File: src/rtl/muldiv.sv
// Iterative 32-bit multiply/divide unit holding the architectural HI/LO registers.
// Fixed 34-cycle latency: one prep cycle, 32 shift cycles, one sign-fix cycle.
module muldiv (
    input  logic        clk,
    input  logic        reset,
    input  logic        start,
    input  logic [1:0]  op,
    input  logic [31:0] A,
    input  logic [31:0] B,
    input  logic        mthi,
    input  logic        mtlo,
    output logic        busy,
    output logic        done,
    output logic [31:0] hi,
    output logic [31:0] lo
);

    typedef enum logic [1:0] {IDLE = 2'd0, PREP = 2'd1, RUN = 2'd2, FIX = 2'd3} state_t;

    state_t      state_q, state_d;
    logic [1:0]  op_q, op_d;
    logic [31:0] a_q, a_d;
    logic [31:0] b_q, b_d;
    logic [31:0] mag_a_q, mag_a_d;
    logic        sign_a_q, sign_a_d;
    logic        sign_b_q, sign_b_d;
    logic [63:0] acc_q, acc_d;
    logic [4:0]  cnt_q, cnt_d;
    logic [31:0] hi_q, hi_d;
    logic [31:0] lo_q, lo_d;
    logic        busy_q, busy_d;
    logic        done_q, done_d;

    logic [32:0] mul_sum_s;
    logic [32:0] rem_shift_s;
    logic        div_ge_s;
    logic [31:0] div_sub_s;
    logic [63:0] prod_s;
    logic [31:0] quo_s;
    logic [31:0] rem_s;
    logic [31:0] res_hi_s;
    logic [31:0] res_lo_s;

    function automatic logic [31:0] abs32(input logic [31:0] v);
        abs32 = v[31] ? (~v + 32'd1) : v;
    endfunction

    // One iteration of shift-add (multiply) and restoring shift-subtract (divide).
    always_comb begin
        mul_sum_s   = {1'b0, acc_q[63:32]} + {1'b0, (b_q[0] ? mag_a_q : 32'd0)};
        rem_shift_s = {acc_q[63:32], mag_a_q[31]};
        div_ge_s    = (rem_shift_s >= {1'b0, b_q});
        div_sub_s   = rem_shift_s[31:0] - b_q;
    end

    // Sign correction and divide-by-zero override applied in FIX.
    always_comb begin
        prod_s = (sign_a_q ^ sign_b_q) ? (~acc_q + 64'd1) : acc_q;
        quo_s  = (sign_a_q ^ sign_b_q) ? (~acc_q[31:0] + 32'd1) : acc_q[31:0];
        rem_s  = sign_a_q ? (~acc_q[63:32] + 32'd1) : acc_q[63:32];
        if (!op_q[1]) begin
            res_hi_s = prod_s[63:32];
            res_lo_s = prod_s[31:0];
        end else if (b_q == 32'd0) begin
            res_hi_s = a_q;
            res_lo_s = 32'hFFFF_FFFF;
        end else begin
            res_hi_s = rem_s;
            res_lo_s = quo_s;
        end
    end

    // Next-state logic for the controller and datapath.
    always_comb begin
        state_d  = state_q;
        op_d     = op_q;
        a_d      = a_q;
        b_d      = b_q;
        mag_a_d  = mag_a_q;
        sign_a_d = sign_a_q;
        sign_b_d = sign_b_q;
        acc_d    = acc_q;
        cnt_d    = cnt_q;
        hi_d     = hi_q;
        lo_d     = lo_q;
        busy_d   = busy_q;
        done_d   = 1'b0;
        case (state_q)
            IDLE: begin
                if (mthi) begin
                    hi_d = A;
                end else begin
                    hi_d = hi_q;
                end
                if (mtlo) begin
                    lo_d = A;
                end else begin
                    lo_d = lo_q;
                end
                if (start) begin
                    op_d    = op;
                    a_d     = A;
                    b_d     = B;
                    busy_d  = 1'b1;
                    state_d = PREP;
                end else begin
                    state_d = IDLE;
                end
            end
            PREP: begin
                if (!op_q[0]) begin
                    sign_a_d = a_q[31];
                    sign_b_d = b_q[31];
                    mag_a_d  = abs32(a_q);
                    b_d      = abs32(b_q);
                end else begin
                    sign_a_d = 1'b0;
                    sign_b_d = 1'b0;
                    mag_a_d  = a_q;
                    b_d      = b_q;
                end
                acc_d   = 64'd0;
                cnt_d   = 5'd0;
                state_d = RUN;
            end
            RUN: begin
                // Divide shifts dividend bits out of mag_a; multiply consumes multiplier bits from b.
                if (op_q[1]) begin
                    acc_d   = div_ge_s ? {div_sub_s, acc_q[30:0], 1'b1}
                                       : {rem_shift_s[31:0], acc_q[30:0], 1'b0};
                    mag_a_d = {mag_a_q[30:0], 1'b0};
                end else begin
                    acc_d   = {mul_sum_s, acc_q[31:1]};
                    b_d     = {1'b0, b_q[31:1]};
                end
                cnt_d = cnt_q + 5'd1;
                if (cnt_q == 5'd31) begin
                    state_d = FIX;
                end else begin
                    state_d = RUN;
                end
            end
            FIX: begin
                hi_d    = res_hi_s;
                lo_d    = res_lo_s;
                done_d  = 1'b1;
                busy_d  = 1'b0;
                state_d = IDLE;
            end
            default: begin
                busy_d  = 1'b0;
                state_d = IDLE;
            end
        endcase
    end

    // State and output registers with synchronous reset.
    always_ff @(posedge clk) begin
        if (reset) begin
            state_q  <= IDLE;
            op_q     <= 2'd0;
            a_q      <= 32'd0;
            b_q      <= 32'd0;
            mag_a_q  <= 32'd0;
            sign_a_q <= 1'b0;
            sign_b_q <= 1'b0;
            acc_q    <= 64'd0;
            cnt_q    <= 5'd0;
            hi_q     <= 32'd0;
            lo_q     <= 32'd0;
            busy_q   <= 1'b0;
            done_q   <= 1'b0;
        end else begin
            state_q  <= state_d;
            op_q     <= op_d;
            a_q      <= a_d;
            b_q      <= b_d;
            mag_a_q  <= mag_a_d;
            sign_a_q <= sign_a_d;
            sign_b_q <= sign_b_d;
            acc_q    <= acc_d;
            cnt_q    <= cnt_d;
            hi_q     <= hi_d;
            lo_q     <= lo_d;
            busy_q   <= busy_d;
            done_q   <= done_d;
        end
    end

    assign busy = busy_q;
    assign done = done_q;
    assign hi   = hi_q;
    assign lo   = lo_q;

endmodule

File: config.mk
export PLATFORM = sky130hd
export DESIGN_NAME = muldiv
export DESIGN_NICKNAME = d
export VERILOG_FILES = /design/src/rtl/muldiv.sv
export SDC_FILE = /design/constraint.sdc
export NUM_CORES = 1
export LEC_CHECK = 0
export ABC_AREA = 1
export CAP_MARGIN = 10
export CORE_MARGIN = 2
export CORE_UTILIZATION = 43
export CTS_CLUSTER_DIAMETER = 120
export CTS_CLUSTER_SIZE = 28
export DETAILED_ROUTE_END_ITERATION = 12
export PLACE_DENSITY = 0.71
export REMOVE_ABC_BUFFERS = 1
export SKIP_CTS_REPAIR_TIMING = 1
export SLEW_MARGIN = 20
export SYNTH_ARGS = -nofsm -noshare
export SYNTH_HDL_FRONTEND = slang
export SYNTH_SLANG_ARGS = --single-unit
File: constraint.sdc
create_clock -name clk -period 3.5 [get_ports clk]
set_input_delay 0.7 -clock clk [delete_from_list [all_inputs] [get_ports clk]]
set_output_delay 0.7 -clock clk [all_outputs]
set_load 0.01 [all_outputs]
# Word-level counts from Yosys, hierarchy flattened
# Cells that the tools add are included.
[totals]
regBits = 237
in_bits = 71
output_inout_bits = 66
wordCells = 85
[op_classes]
addsub = 8
magnitude_cmp = 1
eq_ne = 11
muxes = 33
bitwise_logic = 6
n_reduce_logical = 12
[op_table]
columns = ["op", "count"]
rows = [
  ["$mux 32", 16],
  ["$mux 64", 3],
  ["$pmux 32 s2", 3],
  ["$add 32x1->32 const B", 4],
  ["$not 32->32", 4],
  ["$pmux 64 s2", 1],
  ["$pmux 32 s3", 1],
  ["$add 64x1->64 const B", 1],
  ["$not 64->64", 1],
  ["$add 32x32->33", 1],
  ["$ge 33x32->1", 1],
  ["$logic_not 32->1", 1],
  ["$sub 32x32->32", 1],
  ["$ne 2x2->1 const B", 7],
  ["$pmux 5 s2", 1],
  ["$reduce_and 2->1", 5],
  ["$pmux 2 s4", 1],
  ["$mux 1", 6],
  ["$add 5x1->5 const B", 1],
  ["$eq 5x5->1 const B", 1],
  ["$reduce_and 5->1", 1],
  ["$eq 2x2->1 const B", 2],
  ["$reduce_and 4->1", 1],
  ["$reduce_bool 2->1", 2],
  ["other kinds (5)", 5],
]

# Depth between registers and ports, before layout
[depth]
word_depth = 6
ltp_mapped = 19
mapped_depth_nobuf = 17

# Least setup slack after synthesis
# Ideal clock, no wire load.
[synth_timing]
path_kind = "reg2reg"
from = "register b_q[0]"
to = "register acc_q[59]"
setup_ns = 0.132
arrival_ns = 2.567
t_required_ns = 3.368
path_slack_ns = 0.801
path_stages_with_launch = 18
n_path_buf = 2
period_less_slack_ns = 2.699
path_cell_list = "dfxtp_1 > clkbuf_1 > clkbuf_1 > nand2_1 > inv_1 > ha_1 > inv_1 > fa_1 > o21ai_0 > nand3_1 > nand3_1 > nand2_1 > nand3_1 > nand2_1 > nor2_1 > nor2_1 > nand2_1 > a21oi_1"
[synth_between]
elab_chain_cells = 4
word_cells_on_any_way = 7
classes_between = "2 x add/sub; 1 x order compare; 4 x mux"
[synth_lines]
columns = ["item", "line", "source"]
rows = [
  ["start: declaration", "23", "logic [31:0] b_q, b_d;"],
  ["start signal: assignment", "163", "b_q <= 32'd0;"],
  ["start signal: assignment", "177", "b_q <= b_d;"],
  ["$mux 32 (tied with other cells)", "50", "mul_sum_s = {1'b0, acc_q[63:32]} + {1'b0, (b_q[0] ? mag_a_q : 32'd0)};"],
  ["$add 32x32->33 / $mux 64 (equally long branches)", "50, 129", ""],
  ["$mux 64 (*)", "128", "if (op_q[1]) begin"],
  ["$pmux 64 s2 (*)", "88", "case (state_q)"],
  ["end signal: assignment", "167", "acc_q <= 64'd0;"],
  ["end signal: assignment", "181", "acc_q <= acc_d;"],
  ["end: declaration", "27", "logic [63:0] acc_q, acc_d;"],
]
# Every way passes the cells marked *; elsewhere a longest branch is shown, timed or not.
# A chain may end at the register's enable or synchronous reset.

# Worst setup path after layout
[layout_timing]
from = "register b_q[0]"
to = "register acc_q[52]"
# Same word-level chain as after synthesis.

==> flow_metrics.env <==
export IMPL_dominant_combinational_cell_family_by_area_after_synthesis="simple AND/OR/NAND/NOR gates"
export IMPL_wire_per_inst_um=19.64
export IMPL_placementRows=79
export IMPL_synth_cell_area_mm2=0.02014
export IMPL_final_nets=3709
export IMPL_synth_compound_gate_area_share_pct=21.65
export IMPL_number_of_buffers_added_by_the_clock_tree_synthesis_step=13
export IMPL_number_of_standard_cells_after_synthesis=3494
export IMPL_required_worst_endpoint_ps=3870
export IMPL_syn_avg_cell_area_um2=5.764
export IMPL_detail_route_vias_per_cell=5.709
export IMPL_num_fill_cells=4963
export IMPL_muxShareOfSynthArea_pct=0
export IMPL_cts_clk_slew_worst_paths_ps=120
export IMPL_max_cap_violations=0
export IMPL_portBuffers=136
export IMPL_tritoncts_num_sinks=237
export IMPL_endpoints_failing_setup=0
export IMPL_placeableCoreArea_mm2=0.04636
export IMPL_grt_pass1_wl_um=124400
export IMPL_synth_simple_gate_area_share_pct=36.12
export IMPL_worst_setup_path_end_kind="flip-flop"
export IMPL_yosys_area_share_adder_pct=4.920
export IMPL_synth_async_sr_flop_share_pct=0
export IMPL_setup_total_negative_slack_ps=0
export IMPL_multi_input_comb_area_mm2=0.01327
export IMPL_hold_path_class="flip-flop to flip-flop"
export IMPL_hpwlAfterDp_um=63910
export IMPL_worst_slew_pin_slew_ps=1043
export IMPL_clockRootBuffer="clkbuf_16"
export IMPL_pin_count_of_the_biggest_net_entering_global_routing=77
export IMPL_power_leakage_nw=10.97
export IMPL_report_final_slew_viol_count=0
export IMPL_highest_achievable_clock_rate_mhz=329.9
export IMPL_htreeDepth=1
export IMPL_die_y_um=220.4
export IMPL_arrival_ps=3400
export IMPL_crit_fanout=28
export IMPL_outcome="finished clean"
export IMPL_finalCriticalPeriod_ps=3031
export IMPL_first_global_vias=21000
export IMPL_yosysUniqueCellTypes=54
export IMPL_place_ws_ps=543.9
export IMPL_dpl_cell_area_mm2=0.02219
export IMPL_yosys_top_cells_area="dfxtp_1 (24%), nand2_1 (19%), a21oi_1 (9.1%), o21ai_0 (7.8%), inv_1 (7.3%)"
export IMPL_initial_core_util_pct=43.45
export IMPL_drt_pass1_iterations=6
export IMPL_critical_path_class="flip-flop to flip-flop"
export IMPL_drt_initial_drc_count=3196
export IMPL_synth_top_flop_cell="dfxtp_1"
export IMPL_final_layout_size_suffix_gt1_share_pct=3.928
export IMPL_grt_usage_pct=33.06
export IMPL_hold_viol_final=0
export IMPL_ys_seq_elements=237
export IMPL_ir_worst_vdd_mv=0.3462
export IMPL_globalRoute_totalOverflow=0
export IMPL_ff_latch_area_mm2=0.004748
export IMPL_num_antenna_cells=0
export IMPL_top_level_port_count=137
export IMPL_finalWeightedCongestion=1.064
export IMPL_antenna_found_initial=1
export IMPL_wire_length_reported_by_the_detailed_router_um=81910
export IMPL_layout_common_cells="nand2_1 (998), inv_1 (390), a21oi_1 (365)"
export IMPL_insertion_delay_ps=550
export IMPL_antenna_violating_nets_post_route=0
export IMPL_detailroute_via_count=23810
export IMPL_p_total_mw=7.977
export IMPL_post_synthesis_to_final_layout_area_growth_pct=12.19
export IMPL_post_route_skew_ps=55.67
export IMPL_synth_edff_count=0
export IMPL_unrepaired_setup_endpoints_after_global_routing="false"
export IMPL_finished_layout_cell_area_mm2=0.02260
export IMPL_final_common_cell="nand2_1"
export IMPL_cts_root_to_sink_buffers=3
export IMPL_synth_seq_area_share_pct=23.56
export IMPL_slew_headroom_pct=30.42
export IMPL_worst_slack_ps=469.0
export IMPL_yosys_warnings=0
export IMPL_layout_worst_path_cycle_share_pct=86.60
export IMPL_tritoncts="done"
export IMPL_synth_xor_area_share_pct=3.131
export IMPL_die_area_mm2=0.04859
export IMPL_timing_critical_path_from_type="flip-flop"
export IMPL_worst_hold_slack_ps=484.5
export IMPL_die_x_um=220.4
export IMPL_post_synth_top_area_fraction_pct=23.56
export IMPL_synth_top_cell_by_area="dfxtp_1"
export IMPL_power_per_cell_area_mw_per_mm2=353.0
export IMPL_post_route_drc_count=0
[power by group]
group          total (mW)  internal [mW]  switching (mW)
registers            3.15           2.92           0.222
logic                3.01          0.963            2.05
clock network        1.82          0.742            1.08
[flip-flops by register name, summed over array words and instances, names as in the netlist]
name / count
done: 1
hi: 32
cnt_q: 5
acc_q: 64
busy: 1
lo: 32
state_q: 2
sign_a_q: 1
mag_a_q: 32
op_q: 2
b_q: 32
sign_b_q: 1
a_q: 32
[cell type report]
type                            instances  share of cell area, %
Timing Repair Buffer                  199                  8.328
Clock inverter                          4                 0.2547
Tap cell                              607                  3.361
Clock buffer                           15                  1.517
Multi-Input combinational cell       2701                  58.74
Sequential cell                       237                  21.01
Inverter                              408                  6.788
[cells by family after synthesis]
logic type | after synthesis
and+or+nand+nor | 1741
AOI/OAI and AO/OA | 810
buffers and inverters | 556
DFF | 237
adders and majority gates | 78
xor gates and xnor gates | 72
[per-layer routing]
metal	share of wire (%)	global-route usage (%)	vias up	wire, µm
li1	-	-	11600	-
met4	2.8	8.658	2	2280
met5	0.0098	0	-	8
met1	45	48.88	10910	36950
met3	11	6.378	117	8855
met2	41	48.62	1188	33810
[Yosys cell counts, types with 5 or more instances]
| cell | n |
|---|---|
| nand2_1 | 999 |
| a21oi_1 | 365 |
| inv_2 | 13 |
| nand2_2 | 5 |
| inv_1 | 391 |
| o21ai_0 | 314 |
| clkbuf_1 | 113 |
| nand4_1 | 41 |
| dfxtp_1 | 237 |
| nand3_1 | 277 |
| nor3_1 | 28 |
| nor2_2 | 6 |
| o21ai_1 | 28 |
| ha_1 | 76 |
| a41oi_1 | 7 |
| o211ai_1 | 19 |
| a221oi_1 | 27 |
| a31oi_1 | 9 |
| and2_1 | 5 |
| buf_2 | 21 |
| xnor2_1 | 9 |
| or2_2 | 7 |
| o21bai_1 | 9 |
| xor2_1 | 63 |
| nand3b_1 | 15 |
| o22ai_1 | 9 |
| buf_1 | 9 |
| nor2_1 | 337 |
[critical path, cell delays in order, from the launching register on]
cell	delay [ps]
dfxtp_1	500
buf_4	360
nand2_1	90
inv_1	60
ha_1	210
nand2_1	140
nor2_1	200
inv_1	130
nor3_1	150
nand2_1	120
nand2_1	220
nand3_1	130
nand3_1	90
nand3_1	200
nand3_1	180
a21oi_1	70
[final timing paths]
kind	start	cells after the start	to	slack, ps
worst min register to register	acc_q[2]$_SDFFE_PP0N_	2	acc_q[2]$_SDFFE_PP0N_	480
worst max-delay path	b_q[0]$_SDFFE_PP0P_	15	acc_q[52]$_SDFFE_PP0N_	470
worst max register to register	b_q[0]$_SDFFE_PP0P_	15	acc_q[52]$_SDFFE_PP0N_	470
worst min-delay path	acc_q[2]$_SDFFE_PP0N_	2	acc_q[2]$_SDFFE_PP0N_	480
[per-stage QoR]
step                      utilization, %  cells
after CTS                          48.73   4171
after floorplan                        -   3346
final                              48.74   4171
after global routing               48.74   4171
after global placement             47.86   4152
after detailed placement           47.86   4152
Power figures use the tool's default switching activity.
